==> src/rtl/vm2_vic.sv <==
// ---------------------------------------------------------------------------
// vm2_vic -- vectored interrupt controller in front of the MC1201.02 CPU.
//
// Collects peripheral interrupt requests, raises virq to the CPU, answers the
// CPU istb vector-fetch handshake with the fixed vector of the highest
// priority pending line (line 0 highest), and pulses ackn to the winner.
//
// Ports
//   clk_p  in   1   system clock, rising edge
//   rst_n  in   1   synchronous active-low reset
//   ireq   in   N   peripheral request lines, active-high
//   ien    in   N   per-line enable mask (0 blocks the line)
//   istb   in   1   CPU vector-fetch strobe
//   virq   out  1   vectored interrupt request to the CPU
//   ivec   out  16  vector to the CPU
//   iack   out  1   vector-valid acknowledge to the CPU
//   ackn   out  N   one-cycle acknowledge pulse to the winning peripheral
//   busy   out  1   high while the handshake is not idle
//
// Configuration macro
//   VM2_VIC_EDGE_EN  defined: requests are edge-triggered and held pending
//                    until acknowledged. Undefined (default): pend is a
//                    registered sample of ireq & ien (level mode).
// ---------------------------------------------------------------------------
module vm2_vic #(
   parameter int               N        = 4,
   parameter logic [16*N-1:0]  VECTORS  = {16'o000070, 16'o000064, 16'o000060, 16'o000300},
   parameter logic [15:0]      SPURIOUS = 16'o000000
) (
   input  logic          clk_p,
   input  logic          rst_n,
   input  logic [N-1:0]  ireq,
   input  logic [N-1:0]  ien,
   input  logic          istb,
   output logic          virq,
   output logic [15:0]   ivec,
   output logic          iack,
   output logic [N-1:0]  ackn,
   output logic          busy
);

   localparam int SEL_W = (N > 1) ? $clog2(N) : 1;

   typedef enum logic [1:0] {
      S_IDLE = 2'd0,
      S_SEL  = 2'd1,
      S_ACK  = 2'd2
   } state_t;

   state_t            state_q, state_d;
   logic [N-1:0]      pend_q, pend_d;
   logic [SEL_W-1:0]  selr_q, selr_d;
   logic              selv_q, selv_d;
   logic              virq_q, virq_d;
   logic              iack_q, iack_d;
   logic [15:0]       ivec_q, ivec_d;
   logic [N-1:0]      ackn_q, ackn_d;

   logic [SEL_W-1:0]  sel;
   logic [15:0]       sel_vec;
   logic              any_pend;

`ifdef VM2_VIC_EDGE_EN
   logic [N-1:0]      ireq_q;

   // Raw request history for the edge detector; deliberately not reset so a
   // line already high when reset releases is not seen as a fresh edge.
   always_ff @(posedge clk_p) begin
      ireq_q <= ireq;
   end

   // Set on a rising edge, cleared by this line's ackn; set wins a tie.
   // A cleared enable drops the pending bit.
   assign pend_d = ((pend_q & ~ackn_q) | (ireq & ~ireq_q)) & ien;
`else
   assign pend_d = ireq & ien;
`endif

   assign any_pend = |pend_q;

   // Fixed priority: lowest index wins, so scan from the top down.
   always_comb begin
      sel = '0;
      for (int i = N - 1; i >= 0; i--) begin
         if (pend_q[i]) sel = SEL_W'(i);
      end
   end

   always_comb begin
      sel_vec = SPURIOUS;
      for (int i = 0; i < N; i++) begin
         if (sel == SEL_W'(i)) sel_vec = VECTORS[16*i +: 16];
      end
   end

   always_comb begin
      state_d = state_q;
      selr_d  = selr_q;
      selv_d  = selv_q;
      ivec_d  = ivec_q;
      iack_d  = iack_q;
      ackn_d  = '0;
      case (state_q)
         S_IDLE: begin
            if (istb) begin
               ivec_d  = any_pend ? sel_vec : SPURIOUS;
               selr_d  = sel;
               selv_d  = any_pend;
               state_d = S_SEL;
            end
         end
         S_SEL: begin
            iack_d = 1'b1;
            for (int i = 0; i < N; i++) begin
               ackn_d[i] = selv_q && (selr_q == SEL_W'(i));
            end
            state_d = S_ACK;
         end
         S_ACK: begin
            if (!istb) begin
               iack_d  = 1'b0;
               state_d = S_IDLE;
            end
         end
         default: begin
            iack_d  = 1'b0;
            state_d = S_IDLE;
         end
      endcase
      // Requiring IDLE both now and next keeps virq low on the accept edge
      // and forces a one-cycle gap after returning from ACK.
      virq_d = any_pend && (state_q == S_IDLE) && (state_d == S_IDLE);
   end

   always_ff @(posedge clk_p) begin
      if (!rst_n) begin
         state_q <= S_IDLE;
         pend_q  <= '0;
         selr_q  <= '0;
         selv_q  <= 1'b0;
         virq_q  <= 1'b0;
         iack_q  <= 1'b0;
         ivec_q  <= '0;
         ackn_q  <= '0;
      end else begin
         state_q <= state_d;
         pend_q  <= pend_d;
         selr_q  <= selr_d;
         selv_q  <= selv_d;
         virq_q  <= virq_d;
         iack_q  <= iack_d;
         ivec_q  <= ivec_d;
         ackn_q  <= ackn_d;
      end
   end

   assign virq = virq_q;
   assign ivec = ivec_q;
   assign iack = iack_q;
   assign ackn = ackn_q;
   assign busy = (state_q != S_IDLE);

endmodule
==> config.mk <==
export PLATFORM = sky130hd
export DESIGN_NAME = vm2_vic
export DESIGN_NICKNAME = d
export VERILOG_FILES = /design/src/rtl/vm2_vic.sv
export SDC_FILE = /design/constraint.sdc
export NUM_CORES = 1
export LEC_CHECK = 0
export ABC_AREA = 1
export CAP_MARGIN = 20
export CORE_MARGIN = 1
export CORE_UTILIZATION = 40
export DETAILED_ROUTE_END_ITERATION = 12
export PLACE_DENSITY = 0.77
export SLEW_MARGIN = 25
export SYNTH_ARGS = -nofsm -noshare
export SYNTH_HDL_FRONTEND = slang
export SYNTH_SLANG_ARGS = --single-unit
==> constraint.sdc <==
create_clock -name clk_p -period 1.35 [get_ports clk_p]
set_clock_uncertainty 0.2 [all_clocks]
set_input_delay 0.27 -clock clk_p [delete_from_list [all_inputs] [get_ports clk_p]]
set_output_delay 0.27 -clock clk_p [all_outputs]
set_load 0.05 [all_outputs]
== Word level (Yosys, flattened, before mapping) ==
Index checks and enable logic that the tools add are counted.

* Flip-flop bits (word level): 31
* Output and inout bits: 23
* Logic and storage cells: 48

* Equality and inequality tests: 9
* Muxes and demuxes: 14
* Bitwise logic cells: 2
* Reductions and logical operators: 15

{| class="wikitable"
|+ Operators by type and width
! kind !! count
|-
| $mux W16 || 4
|-
| $mux W2 || 6
|-
| $eq A2 B2 Y1 const B || 5
|-
| $logic_not A2 Y1 || 4
|-
| $mux W8 || 1
|-
| $eq A2 B1 Y1 const B || 3
|-
| $logic_and A1 B1 Y1 || 6
|-
| $pmux W2 S3 || 1
|-
| $reduce_and A2 Y1 || 3
|-
| $and A4 B4 Y4 || 1
|-
| $reduce_or A4 Y1 || 1
|-
| $pmux W1 S3 || 1
|-
| $ne A2 B2 Y1 const B || 1
|-
| $reduce_bool A2 Y1 || 1
|-
| $mux W1 || 1
|-
| $not A1 Y1 || 1
|}

== Depth between registers and ports, before layout ==
Gate-level depths: netlist of run 1.

* Depth after elaboration: 10
* Gate-level depth with buffers: 7

== Worst setup path before layout of run 1 ==
Ideal clock, no wire load.

* Kind: register to output
* Start: reg ivec[6] (netlist name)
* End: out ivec[7]
* Data arrival time: 913 ps
* Slack: -33 ps
* Cell stages (with the launch flop): 2
* Cell sequence: dfxtp_1 > buf_4

{| class="wikitable"
|+ RTL lines
! element !! line !! RTL
|-
| to (decl) || 36 || <nowiki>output logic [15:0] ivec,</nowiki>
|}

== Worst setup path after layout of run 1 ==
* Start: reg state_q[0]
* End: out busy

* Longest elaborated chain between the ends: 1

{| class="wikitable"
|+ RTL lines
! element !! line !! RTL
|-
| from (decl) || 50 || <nowiki>state_t state_q, state_d;</nowiki>
|-
| from (signal assigned) || 146 || <nowiki>state_q <= state_d;</nowiki>
|-
| $reduce_bool A2 Y1 || 161 || <nowiki>assign busy = (state_q != S_IDLE);</nowiki>
|-
| to (decl) || 39 || <nowiki>output logic busy</nowiki>
|}

No other way between the ends.

==> impl_metrics.py, run 1 <==
metrics = {
    "routing": {
        "drc": 0,
        "ant_nets": 0,
        "wl_um": 1410,
        "first_pass_iters": 2,
        "wire_per_inst_um": 9.41,
        "vias": 646,
        "avgViaCountPerCell": 4.31,
        "drtIter0Drc": 7,
    },
    "power": {
        "p_int_mw": 0.837,
        "clock_power_share_pct": 22.2,
        "swShare_pct": 32.2,
        "seqPwrFrac_pct": 49.7,
        "power_density_nw_per_um2": 1030,
        "p_sw_mw": 0.397,
        "vdd_ir_drop_max_mv": 0.685,
        "power_frac_comb_pct": 28.1,
        "leakage_nw": 0.520,
    },
    "run_status": {
        "status": "finished, violations left",
        "violations": "negative setup slack",
    },
    "layout": {
        "postLayoutCellArea_um2": 1200,
        "final_common_cell": "nand2_1",
        "layout-drive-gt1-share_pct": 29.6,
        "final_cell_mix": "15 x nand2_1, 14 x dfxtp_1, 13 x buf_12, 10 x conb_1, 10 x clkdlybuf4s50_1",
        "diodes": 0,
        "fillers": 150,
        "areaGrowthSynthToFinish_pct": 54.8,
        "layout.nets": 137,
    },
    "setup_path": {
        "start_kind": "flop",
        "crit_chain": "inv_2, nand2_4, buf_12",
        "critPathSlowestCell": "dfxtp_2",
        "cp-end-kind": "output pin",
        "worst_r2r_path_depth": 7,
        "cp_max_fo": 2,
        "criticalPathCategory": "flop to output pin",
        "crit_path_max_incr_delay_ns": 0.34,
        "worstPathRequired_ns": 0.88,
        "cp.arrival_ns": 0.91,
    },
    "placement": {
        "dp_slack_ns": -0.222,
        "port-buffer-count": 23,
        "place_area_um2": 1120,
        "gp_congestion": 0.850,
        "dpl.hpwl_um": 1080,
    },
    "grt": {
        "track_usage_pct": 15.3,
        "antenna_found_initial": 0,
        "grt-ovfl-total": 0,
        "grt_max_degree": 12,
        "grt_pass1_wl_um": 2280,
        "grt_pass1_vias": 600,
    },
    "timing": {
        "setup_viol": 1,
        "rsz0062_at_grt": "yes",
        "layout_min_cycle_time_ns": 1.38,
        "worst_slack_ns": -0.0286,
        "hold_viol": 0,
        "period_share_pct": 102,
        "drv_slew": 0,
        "max_freq_mhz": 725,
        "tns_ns": -0.0286,
    },
    "clock_tree": {
        "worstSkewPairLatency_ns": 0.29,
        "ctsRootBufferMaster": "clkbuf_4",
        "path_clk_slew_ns": 0.11,
        "clk_path_buf_depth": 2,
        "numCtsBuffers": 3,
        "ctsHoldBuffers": 0,
        "cts_tree": "yes",
        "cts_sinks": 19,
        "htree_levels": 1,
    },
    "logic_synthesis": {
        "ys_types": 16,
        "syn_avg_cell_area_um2": 8.17,
        "synth_area_um2": 776,
        "ys_warn_count": 0,
        "synth-seq-cells": 19,
        "yosysSeqAreaShare_pct": 49.0,
        "syn_inst": 95,
    },
    "floorplan": {
        "row_count": 15,
        "die_x_um": 46.0,
        "die_h_um": 46.0,
        "design.core.area_um2": 1760,
        "top_level_ports": 34,
        "start_util_pct": 44.0,
        "die_area_um2": 2120,
    },
    "flow_run": {
        "maxCapViolations": 0,
    },
    "min_path": {
        "hold_path.class": "flop to flop",
        "holdPathStages": 2,
    },
}
-- final timing paths --
path                                 start       to  slack [ns]
worst max-delay path            state_q[0]     busy       -0.03
worst min-delay path                selv_q   selv_q        0.27
worst max register to register  state_q[0]  ivec[3]        0.07
worst min register to register      selv_q   selv_q        0.27
-- synth_stat cells --
cell type	n	share of area (%)
dfxtp_1	19	49
nand2_1	15	7.3
buf_4	13	13
inv_1	9	4.4
nor2_1	9	4.4
o21ai_1	6	3.9
a21oi_1	5	3.2
nor4_1	5	4.0
inv_2	4	1.9
nand3_1	4	2.6
conb_1	1	0.48
nand2_2	1	0.81
nand2_4	1	1.5
nor2_8	1	2.6
o21ai_0	1	0.64
or2_1	1	0.81
-- registers in the layout (all words and copies together), names as in the netlist --
| signal | cells |
|---|---|
| selr_q | 2 |
| ivec | 4 |
| ackn | 4 |
| pend_q | 4 |
| state_q | 2 |
| iack | 1 |
| virq | 1 |
| selv_q | 1 |
-- stage by stage --
step / hold slack (ns) / util [%] / power [mW] / std cells
floorplan: 0.148 / - / 0.849 / 104
global placement: 0.260 / 63.5 / 0.946 / 141
detailed placement: 0.255 / 63.5 / 0.951 / 141
CTS: 0.271 / 66.5 / 1.23 / 148
global route: 0.299 / 68.1 / 1.30 / 150
finish: 0.270 / 68.1 / 1.23 / 150
-- worst max-delay path, delay by kind of cell, from the launching register on --
family	cells	cell delay, ns
buffers and inverters	2	0.22
flip-flops	1	0.34
AND/OR/NAND/NOR	1	0.07
-- cell type report --
cell class | instances | area, um2 | share of cell area (%)
clock inverter | 1 | 5.00 | 0.417
multi-input combinational | 59 | 289 | 24.1
inverter | 13 | 48.8 | 4.06
sequential | 19 | 392 | 32.6
tap | 25 | 31.3 | 2.60
clock buffer | 3 | 22.5 | 1.88
timing repair buffer | 30 | 413 | 34.4
-- power groups by stage --
stage | registers, mW | logic (mW) | clock network [mW]
6_report | 0.613 | 0.347 | 0.274
4_1_cts | 0.613 | 0.338 | 0.280
3_5_place_dp | 0.625 | 0.325 | 0
2_1_floorplan | 0.649 | 0.201 | 0
5_1_grt | 0.616 | 0.370 | 0.311
3_3_place_gp | 0.625 | 0.322 | 0
-- cell families after synthesis --
family / Yosys count / synth area share (%)
compound gates: 12 / 7.74
buf+inv: 26 / 18.9
flops: 19 / 49.0
other cells: 1 / 0.483
simple gates: 37 / 23.9
-- routing by layer --
metal | share of wire [%] | track usage [%]
met5 | 0 | 0
met4 | 1.1 | 7.06
met2 | 56 | 27.9
met3 | 4.0 | 3.57
met1 | 38 | 16.3
-- repair_timing --
item,in CTS,in global routing
endpoints found under the setup margin,1,7
pin swaps,1,1
buffers inserted,3,2
resized for setup,2,4
(Power assumes the default switching activity.)
==> run 2, diff against run 1 <==
- PLACE_DENSITY: 0.77 -> 0.89
- SLEW_MARGIN: 25 -> 20
==> impl_metrics.py, run 2 (synthesized netlist as in run 1, its figures left out) <==
metrics = {
    "floorplan": {
        "top_level_ports": 34,
        "start_util_pct": 44.0,
        "die_area_um2": 2120,
        "die_x_um": 46.0,
        "design.core.area_um2": 1760,
        "row_count": 15,
        "die_h_um": 46.0,
    },
    "routing": {
        "dr_wl_met3_um": 63,
        "wire_per_inst_um": 9.58,
        "first_pass_iters": 2,
        "ant_nets": 0,
        "wl_um": 1430,
        "wl_met2_um": 831,
        "highest_layer": "met4",
        "drtIter0Drc": 6,
        "vias": 657,
        "drc": 0,
        "avgViaCountPerCell": 4.41,
        "wl_met1_um": 511,
    },
    "timing": {
        "max_freq_mhz": 728,
        "layout_min_cycle_time_ns": 1.37,
        "hold_viol": 0,
        "rsz0062_at_grt": "yes",
        "period_share_pct": 102,
        "drv_slew": 0,
        "worst_slack_ns": -0.0233,
        "setup_viol": 1,
    },
    "power": {
        "p_int_mw": 0.835,
        "p_sw_mw": 0.402,
        "power_frac_comb_pct": 28.1,
        "power_density_nw_per_um2": 1030,
        "swShare_pct": 32.5,
        "clock_power_share_pct": 22.4,
        "leakage_nw": 0.516,
        "seqPwrFrac_pct": 49.5,
        "vdd_ir_drop_max_mv": 0.577,
    },
    "layout": {
        "areaGrowthSynthToFinish_pct": 55.2,
        "diodes": 0,
        "final_common_cell": "nand2_1",
        "layout.nets": 136,
        "layout-drive-gt1-share_pct": 30.6,
        "postLayoutCellArea_um2": 1200,
        "final_cell_mix": "15 x nand2_1, 14 x dfxtp_1, 13 x buf_12, 10 x conb_1, 10 x clkdlybuf4s50_1",
        "fillers": 153,
    },
    "run_status": {
        "status": "finished, violations left",
        "violations": "negative setup slack",
    },
    "setup_path": {
        "worstPathRequired_ns": 0.88,
        "criticalPathCategory": "flop to output pin",
        "cp-end-kind": "output pin",
        "cp.arrival_ns": 0.90,
        "cp_max_fo": 2,
        "start_kind": "flop",
    },
    "placement": {
        "port-buffer-count": 23,
        "place_area_um2": 1120,
        "dp_slack_ns": -0.205,
        "dpl.hpwl_um": 1150,
        "gp_congestion": 0.793,
    },
    "clock_tree": {
        "path_clk_slew_ns": 0.10,
        "ctsRootBufferMaster": "clkbuf_4",
        "clk_path_buf_depth": 2,
        "cts_tree": "yes",
        "worstSkewPairLatency_ns": 0.29,
        "htree_levels": 1,
        "numCtsBuffers": 3,
        "cts_sinks": 19,
    },
    "flow_run": {
        "maxCapViolations": 0,
    },
    "grt": {
        "antenna_found_initial": 0,
        "grt_pass1_wl_um": 2460,
        "grt_pass1_vias": 619,
        "track_usage_pct": 16.7,
        "grt_max_degree": 12,
        "grt-ovfl-total": 0,
    },
    "min_path": {
        "hold_path.class": "flop to flop",
    },
}
## run 2: cell count changes in the layout (fill, tap and decap cells not counted), sizes merged
cell  before  now
buf       20   19
## run 2: final cells by class
class | count | area (um2) | area share (%)
multi-input cells | 59 | 302 | 25.1
flip-flops and latches | 19 | 389 | 32.3
inverters | 13 | 48.8 | 4.05
clock buffers | 3 | 22.5 | 1.87
repair buffers | 29 | 405 | 33.7
clock inverters | 1 | 5.00 | 0.416
well taps | 25 | 31.3 | 2.60
## run 2: power groups by stage
stage	combinational, mW	clock, mW	sequential (mW)
6_report	0.348	0.277	0.612
3_3_place_gp	0.320	0	0.624
5_1_grt	0.370	0.313	0.617
2_1_floorplan	0.201	0	0.649
3_5_place_dp	0.328	0	0.625
4_1_cts	0.341	0.283	0.612
## run 2: stage by stage
stage          hold slack (ns)  setup TNS [ns]  instances  util (%)  power [mW]
2_1_floorplan            0.148               0        104         -       0.849
3_3_place_gp             0.260           -1.93        141      63.5       0.944
3_5_place_dp             0.254           -2.46        141      63.5       0.953
4_1_cts                  0.269         -0.0237        148      66.5        1.24
5_1_grt                  0.286          -0.101        149      68.2        1.30
6_report                 0.269         -0.0233        149      68.2        1.24
## run 2: final timing paths
check,from,endpoint,slack (ns),depth (start not counted)
hold reg to reg,selv_q,selv_q,0.27,2
setup / recovery,state_q[0],busy,-0.02,3
hold / removal,selv_q,selv_q,0.27,2
setup reg to reg,state_q[0],ackn[2],0.05,5
## run 2: timing repair
item                                    CTS  global route
endpoints found under the setup margin    1             9
gates resized for setup                   2             5
hold buffers                              0             0
pin swaps                                 1             1
gates cloned                              0             0
buffers inserted                          3             1
## run 2: routing by layer
layer / global-route usage [%] / up-vias
met1: 15.8 / 296
li1: - / 338
met3: 4.76 / 2
met4: 7.06 / 0
met5: 0 / -
met2: 32.4 / 21
## run 2: worst max-delay path, cell delays in order (launching register included)
cell and delay [ns]:
dfxtp_2 0.34, inv_2 0.07, nand2_4 0.06, buf_12 0.14
==> run 3, diff against run 2 <==
- ABC_CLOCK_PERIOD_IN_PS: default -> 1350
==> results of run 3 <==
No change in the layout: final DEF, timing and power equal those of run 2.
